**config.mk**
```make
export PLATFORM = sky130hd
export DESIGN_NAME = lap_stopwatch
export DESIGN_NICKNAME = d
export VERILOG_FILES = /design/src/rtl/stopwatch_pkg.sv /design/src/rtl/lap_fifo.sv /design/src/rtl/lap_stopwatch.sv
export SDC_FILE = /design/constraint.sdc
export NUM_CORES = 1
export LEC_CHECK = 0
export BUFFER_PORTS_ARGS = -buffer_cell sky130_fd_sc_hd__buf_2
export CORE_AREA = 2 2 96 98
export CTS_CLUSTER_DIAMETER = 50
export DETAILED_ROUTE_END_ITERATION = 7
export DIE_AREA = 0 0 98 100
export PLACE_DENSITY_LB_ADDON = 0.05
export SYNTH_ARGS = -nofsm -noshare
export SYNTH_HDL_FRONTEND = slang
export SYNTH_SLANG_ARGS = --single-unit
```
**constraint.sdc**
```tcl
create_clock -name clk -period 4.8 [get_ports clk]
set_input_delay 0.72 -clock clk [delete_from_list [all_inputs] [get_ports clk]]
set_output_delay 0.72 -clock clk [all_outputs]
set_load 0.005 [all_outputs]
```
**src/rtl/stopwatch_pkg.sv**
```systemverilog
// stopwatch_pkg
//   Shared definitions for the timer family. The state encoding is used by
//   lap_stopwatch and is meant to be reused by sibling timer blocks.
//   No ports; import with "import stopwatch_pkg::*;".
package stopwatch_pkg;

  // Stopwatch control states. IDLE is left on the first start and is only
  // re-entered through reset; PAUSE keeps the latched direction.
  typedef enum logic [1:0] {
    SW_IDLE  = 2'd0,
    SW_RUN   = 2'd1,
    SW_PAUSE = 2'd2
  } sw_state_e;

endpackage

```
**src/rtl/lap_fifo.sv**
```systemverilog
// lap_fifo
//   Synchronous first-word-fall-through FIFO holding captured lap times.
//   Ports:
//     clk      in   posedge clock
//     reset    in   synchronous active-high reset, empties the queue
//     push     in   write wdata at the tail
//     pop      in   drop the head entry (ignored when empty)
//     wdata    in   value to capture
//     data     out  head entry, forced to 0 while empty
//     valid    out  queue non-empty
//     full     out  queue holds LAP_DEPTH entries
//     overflow out  sticky flag, set when a push is dropped while full
module lap_fifo #(
  parameter int DATA_WIDTH = 16,
  parameter int LAP_DEPTH  = 4
) (
  input  logic                  clk,
  input  logic                  reset,
  input  logic                  push,
  input  logic                  pop,
  input  logic [DATA_WIDTH-1:0] wdata,
  output logic [DATA_WIDTH-1:0] data,
  output logic                  valid,
  output logic                  full,
  output logic                  overflow
);

  localparam int AW = $clog2(LAP_DEPTH);

  // Pointers carry one extra wrap bit so full and empty are distinguishable.
  logic [AW:0]           r_wrPtr;
  logic [AW:0]           r_rdPtr;
  logic [DATA_WIDTH-1:0] r_mem [LAP_DEPTH];
  logic                  r_overflow;
  logic                  w_empty;
  logic                  w_full;
  logic                  w_doPush;
  logic                  w_doPop;

  assign w_empty = (r_wrPtr == r_rdPtr);
  assign w_full  = (r_wrPtr[AW] != r_rdPtr[AW]) &&
                   (r_wrPtr[AW-1:0] == r_rdPtr[AW-1:0]);

  // A push into a full queue still succeeds when the head leaves in the same
  // cycle; a pop on an empty queue is ignored even if a push arrives with it.
  assign w_doPush = push && (!w_full || pop);
  assign w_doPop  = pop && !w_empty;

  // Pointer and sticky-overflow bookkeeping.
  always_ff @(posedge clk) begin
    if (reset) begin
      r_wrPtr    <= '0;
      r_rdPtr    <= '0;
      r_overflow <= 1'b0;
    end else begin
      if (w_doPush) r_wrPtr <= r_wrPtr + 1'b1;
      if (w_doPop)  r_rdPtr <= r_rdPtr + 1'b1;
      if (push && w_full && !pop) r_overflow <= 1'b1;
    end
  end

  // Storage needs no reset: the head is masked to zero whenever empty.
  always_ff @(posedge clk) begin
    if (w_doPush) r_mem[r_wrPtr[AW-1:0]] <= wdata;
  end

  assign data     = w_empty ? '0 : r_mem[r_rdPtr[AW-1:0]];
  assign valid    = !w_empty;
  assign full     = w_full;
  assign overflow = r_overflow;

endmodule

```
**src/rtl/lap_stopwatch.sv**
```systemverilog
// lap_stopwatch
//   Up/down modulo-(MAX+1) stopwatch with pause/resume and a lap-capture FIFO.
//   Ports:
//     clk          in   posedge clock
//     reset        in   synchronous active-high reset
//     start        in   begin from IDLE (latches down) or resume from PAUSE
//     stop         in   pause counting, wins over start
//     down         in   count direction, sampled only when leaving IDLE
//     lap          in   capture the displayed count into the lap FIFO
//     lap_rd       in   pop the lap FIFO head
//     count        out  current count, 0..MAX
//     running      out  high in RUN
//     wrap         out  one-cycle pulse with the update that wraps
//     lap_data     out  oldest lap entry (0 when empty)
//     lap_valid    out  lap FIFO non-empty
//     lap_full     out  lap FIFO full
//     lap_overflow out  sticky, a lap was dropped
module lap_stopwatch
  import stopwatch_pkg::*;
#(
  parameter int DATA_WIDTH = 16,
  parameter int MAX        = 99,
  parameter int LAP_DEPTH  = 4
) (
  input  logic                  clk,
  input  logic                  reset,
  input  logic                  start,
  input  logic                  stop,
  input  logic                  down,
  input  logic                  lap,
  input  logic                  lap_rd,
  output logic [DATA_WIDTH-1:0] count,
  output logic                  running,
  output logic                  wrap,
  output logic [DATA_WIDTH-1:0] lap_data,
  output logic                  lap_valid,
  output logic                  lap_full,
  output logic                  lap_overflow
);

  localparam logic [DATA_WIDTH-1:0] L_MAX = DATA_WIDTH'(MAX);

  sw_state_e             r_state;
  sw_state_e             w_nextState;
  logic                  r_down;
  logic                  w_dirDown;
  logic                  w_countEn;
  logic                  w_atWrap;
  logic [DATA_WIDTH-1:0] r_count;
  logic [DATA_WIDTH-1:0] w_nextCount;
  logic                  r_wrap;

  // State register.
  always_ff @(posedge clk) begin
    if (reset) r_state <= SW_IDLE;
    else       r_state <= w_nextState;
  end

  // Next-state logic: stop always wins over start.
  always_comb begin
    w_nextState = r_state;
    case (r_state)
      SW_IDLE:  if (start && !stop) w_nextState = SW_RUN;
      SW_RUN:   if (stop)           w_nextState = SW_PAUSE;
      SW_PAUSE: if (start && !stop) w_nextState = SW_RUN;
      default:                      w_nextState = SW_IDLE;
    endcase
  end

  // Outputs of the FSM. The counter advances in exactly the cycles whose
  // next state is RUN, which covers the start cycle and every unstopped RUN
  // cycle. Leaving IDLE uses the live down input, afterwards the latched one.
  always_comb begin
    running   = (r_state == SW_RUN);
    w_countEn = (w_nextState == SW_RUN);
    w_dirDown = (r_state == SW_IDLE) ? down : r_down;
  end

  // Direction is captured once, on the transition out of IDLE.
  always_ff @(posedge clk) begin
    if (reset) begin
      r_down <= 1'b0;
    end else if (r_state == SW_IDLE && w_nextState == SW_RUN) begin
      r_down <= down;
    end
  end

  // Modulo step in the active direction.
  always_comb begin
    w_atWrap    = w_dirDown ? (r_count == '0) : (r_count == L_MAX);
    w_nextCount = '0;
    if (w_dirDown) w_nextCount = w_atWrap ? L_MAX : r_count - 1'b1;
    else           w_nextCount = w_atWrap ? '0    : r_count + 1'b1;
  end

  // Count register; wrap is registered alongside the update that wraps.
  always_ff @(posedge clk) begin
    if (reset) begin
      r_count <= '0;
      r_wrap  <= 1'b0;
    end else if (w_countEn) begin
      r_count <= w_nextCount;
      r_wrap  <= w_atWrap;
    end else begin
      r_wrap  <= 1'b0;
    end
  end

  assign count = r_count;
  assign wrap  = r_wrap;

  // Laps capture the count currently on the output, before this cycle's step.
  lap_fifo #(
    .DATA_WIDTH (DATA_WIDTH),
    .LAP_DEPTH  (LAP_DEPTH)
  ) u_lapFifo (
    .clk      (clk),
    .reset    (reset),
    .push     (lap),
    .pop      (lap_rd),
    .wdata    (r_count),
    .data     (lap_data),
    .valid    (lap_valid),
    .full     (lap_full),
    .overflow (lap_overflow)
  );

endmodule

```
; ---- After elaboration in Yosys (flattened, before gate mapping)
; Memory sizes are Yosys's and may differ from the RTL's. A register that Yosys moved wholly into a read port is not among the register bits.
; Cells that the tools add are included.
[classes]
reduce_logical = 16
shifts = 0
n_mul = 0
n_mux = 13
bitwise_logic = 1
n_lt_le_gt_ge = 0
div = 0
eq_ne = 7
addsub = 4
[op_table]
columns = op, n
row1 = two-way mux 16 bit, 4
row2 = adder 16 x 1 -> 16 bit (second input constant), 1
row3 = == test 16 x 7 -> 1 bit (second input constant), 1
row4 = logical NOT 16 bit, 1
row5 = subtractor 16 x 1 -> 16 bit (second input constant), 1
row6 = two-way mux 2 bit, 4
row7 = logical AND 1 bit, 7
row8 = adder 3 x 1 -> 3 bit (second input constant), 2
row9 = == test 2 x 1 -> 1 bit (second input constant), 2
row10 = logical NOT 1 bit, 4
row11 = two-way mux 1 bit, 4
row12 = case mux 2 bit (2 select lines), 1
row13 = OR reduction 2 bit, 2
row14 = == test 3 bit, 1
row15 = == test 2 bit, 1
row16 = == test 2 bit (second input constant), 1
row17 = logical NOT 2 bit, 1
row18 = logical OR 1 bit, 1
row19 = != test 1 bit, 1
row20 = inverter 1 bit, 1
[word_totals]
ram_bits = 64
reg_bits = 27
latch_bits = 0
rom_bits = 0
n_memories = 1
inputBits = 7
out_inout_bits = 37
[mem_list]
columns = memory, depth, word_bits, rd, rd_clocked_by_memory_dff, write_ports, line
row1 = u_lapFifo.r_mem, 4, 16, 1, 1, 1, lap_fifo.sv:33  ; logic [DATA_WIDTH-1:0] r_mem [LAP_DEPTH];

; ---- Depth between registers and ports, before layout
[depth]
word_depth = 7
mapped_depth = 8
ltp_nobuf = 7

; ---- Hierarchy
; From an unflattened synthesis, not the netlist that was laid out.
[unflattened]
hier_cells = 326
hier_area_um2 = 4245.3
[by_module_without_submodules]
columns = mod, seq_area_each_um2, cells_each, n_inst, area_per_inst_um2
row1 = lap_fifo, 2102.0, 151, 1, 2927.8
row2 = lap_stopwatch, 400.4, 175, 1, 1317.5

; ---- Least setup slack after synthesis
; No wires, ideal clock.
[synth_path]
path_kind = reg-to-output
startpoint = reg with a tool-made name
endpoint = out lap_data[10]
required_time_ps = 4080
path_buffers = 2
slack_ps = 2389
path_stages_with_launch = 5
arrival_ps = 1691
cell_sequence = dfxtp_1 > clkbuf_1 > buf_2 > mux4_2 > and2_1
[synth_rtl]
columns = element, line
row1 = to (decl), lap_stopwatch.sv:35  ; output logic [DATA_WIDTH-1:0] lap_data,

==> flow_summary.json <==
{
  "run_status": "finished, final reports clean",
  "grt_pass1_vias": 2750,
  "drt-initial-drc-count": 87,
  "p_leak_nw": 1.76,
  "syn_area_per_cell_sq_um": 12.7,
  "post-place-ws_ns": 2.03,
  "fin_cells": 497,
  "core.rowCount": 35,
  "peakVddDrop_mv": 0.137,
  "grt_max_degree": 27,
  "synth-seq-area-share_pct": 58.0,
  "rrSetupSlack_ns": 2.28,
  "finalCriticalPeriod_ns": 3.03,
  "drt_wl_total_microns": 8720,
  "critPathMaxFanout": 16,
  "postPlaceCellArea_sq_um": 4610,
  "drcViolationCount": 0,
  "die_area_sq_um": 9800,
  "async_flop_share_pct": 0,
  "synthToLayoutAreaGrowth_pct": 11.3,
  "synthMuxAreaShare_pct": 9.05,
  "n_antenna_cell": 0,
  "clk_pin_slew_ns": 0.09,
  "critPathArrivalTime_ns": 2.31,
  "synthSimpleGateAreaFrac_pct": 16.0,
  "syn-instance-count": 341,
  "num_vias": 2825,
  "tns_ns": 0,
  "end_kind": "output port",
  "setup-violations-final": 0,
  "hp-class": "reg2reg",
  "ys_seq_elements": 93,
  "rsz0062_at_grt": "false",
  "cts-resized-gates": 0,
  "critPathRequiredTime_ns": 4.08,
  "cts.hold.buffers_added": 0,
  "dp_cells": 481,
  "powerDensity_nw_per_um2": 390,
  "cts_buffer_depth": 2,
  "yosys-top-cells-area": "edfxtp_1 (45%), dfxtp_1 (13%), mux4_2 (8.4%), and2_1 (2.6%), nor2_1 (2.5%)",
  "ys.flop_type": "edfxtp_1",
  "grt-ovfl-total": 0,
  "first_pass_iters": 4,
  "reg2reg_to": "count[12]$_SDFFE_PP0N_",
  "io_buffers": 43,
  "worstSkewPairLatency_ns": 0.36,
  "synth_fp_nets": 355,
  "hpwl_microns": 5680,
  "pin_count": 44,
  "synth_top_family_by_area": "simple AND/OR/NAND/NOR gates",
  "r2r-start": "count[0]$_SDFFE_PP0N_",
  "fin_area_sq_um": 4800,
  "holdPathStages": 2,
  "holdWs_ns": 0.474,
  "worst_pin_slew_ns": 1.08,
  "finalPower_mw": 1.87,
  "hp-start": "u_lapFifo.overflow$_SDFFE_PP0P_",
  "synth_edf_count": 64,
  "worst_slack_ns": 1.77,
  "skew_ns": 0.0126,
  "critPathKind": "reg2out",
  "slew_violations": 0,
  "mostFrequentLayoutCell": "edfxtp_1",
  "core-area_sq_um": 8890,
  "yosysWarnings": 0,
  "fin_nets": 395,
  "startpoint_type": "flop",
  "relSlewSlack_pct": 27.7,
  "vias_per_cell": 5.68,
  "root_buffer": "clkbuf_8",
  "drive_gt1_share_pct": 24.1,
  "cts_inserted_buffers": 9,
  "synth_adder_area_share_pct": 2.03,
  "grtUsageTotal_pct": 18.8,
  "die-height_microns": 100,
  "finalWeightedCongestion": 0.839,
  "routedWlPerCell_microns": 17.5,
  "max-cap-violations": 0,
  "antenna_found_initial": 0,
  "cts-htree-levels": 3,
  "synth_compound_area_share_pct": 9.74,
  "synth_top_area_share_pct": 44.5,
  "rr_worst_depth": 7,
  "fmax_ghz": 0.330,
  "min_to": "u_lapFifo.overflow$_SDFFE_PP0P_",
  "synth_xor_area_share_pct": 2.03,
  "start_util_pct": 48.5,
  "die_w_microns": 98,
  "finalHoldViolCount": 0,
  "cts_tree": "built",
  "syn_area_sq_um": 4320,
  "grt_pass1_wl_microns": 14300,
  "fin_crit_sh_pct": 63.2,
  "fin_util_pct": 54.0,
  "ant_nets": 0,
  "synth.distinct_cells": 59,
  "cts_sinks": 93,
  "yosysTopAreaCell": "edfxtp_1",
  "postCtsSetupBuffers": 0,
  "final_cell_mix": "edfxtp_1 (64), buf_2 (43), nor2_1 (29), dfxtp_1 (29), and2_1 (18)"
}
-- report_power, final --
part / internal (mW) / total, mW / switching [mW]
Combinational: 0.193 / 0.368 / 0.176
Clock: 0.242 / 0.519 / 0.276
Sequential: 0.909 / 0.986 / 0.0766
Total: 1.34 / 1.87 / 0.529
-- area by class of cell --
type | instances | area, sq um
tap | 111 | 139
multi-input combinational | 219 | 1680
clock buffer | 9 | 124
sequential | 93 | 2500
inverter | 11 | 41.3
timing repair buffer | 47 | 245
clock inverter | 7 | 72.6
fill | 776 | 4090
-- metal layers --
metal  track usage [%]  up-vias  part of all wire (%)
li1                  -     1375                     -
met4              6.52        0                   1.4
met3              4.32       10                   3.7
met2              30.0       66                    47
met5                 0        -                     0
met1              25.8     1374                    48
-- synth_stat cells, types with 3 or more instances --
cell type,count
ha_1,7
and2_1,18
nor2_1,29
o21a_1,4
a2111oi_0,5
or3_1,6
nand2_1,10
nand3_1,13
or4_1,6
edfxtp_1,64
dfxtp_1,29
xnor2_1,6
clkbuf_1,12
o21ai_0,11
nand2b_1,5
mux4_2,16
nor3_1,11
inv_1,11
a21oi_1,16
nor4_1,3
nand3b_1,3
buf_6,3
o31ai_1,4
mux2i_1,3
nand4_1,5
xor2_1,4
-- cells by family after synthesis --
kind of cell	after synthesis
compound gates	59
xor+xnor	10
fa+ha+maj	7
buf+inv	29
flops	93
mux	19
simple gates	124
-- registers in the layout, indices dropped and copies added, names as in the netlist, named ones only --
register	cells
r_down	1
u_lapFifo.r_mem	64
count	16
u_lapFifo.r_wrPtr	3
u_lapFifo.overflow	1
wrap	1
u_lapFifo.r_rdPtr	3
r_state	2
-- worst max-delay path: stages, from the launching register on --
cell	delay (ns)
dfxtp_1	1.05
mux4_2	0.60
and2_1	0.17
buf_2	0.13
-- worst max-delay path by stage --
stage,slack (ns),startpoint,to
after floorplan,2.39,flop,lap_data[10]
after global placement,2.08,flop,lap_data[4]
after detailed placement,2.03,flop,lap_data[4]
after CTS,1.63,flop,lap_data[4]
after global routing,1.49,flop,lap_data[13]
final,1.77,flop,lap_data[13]
No activity file was read; power rests on OpenSTA's default activity.
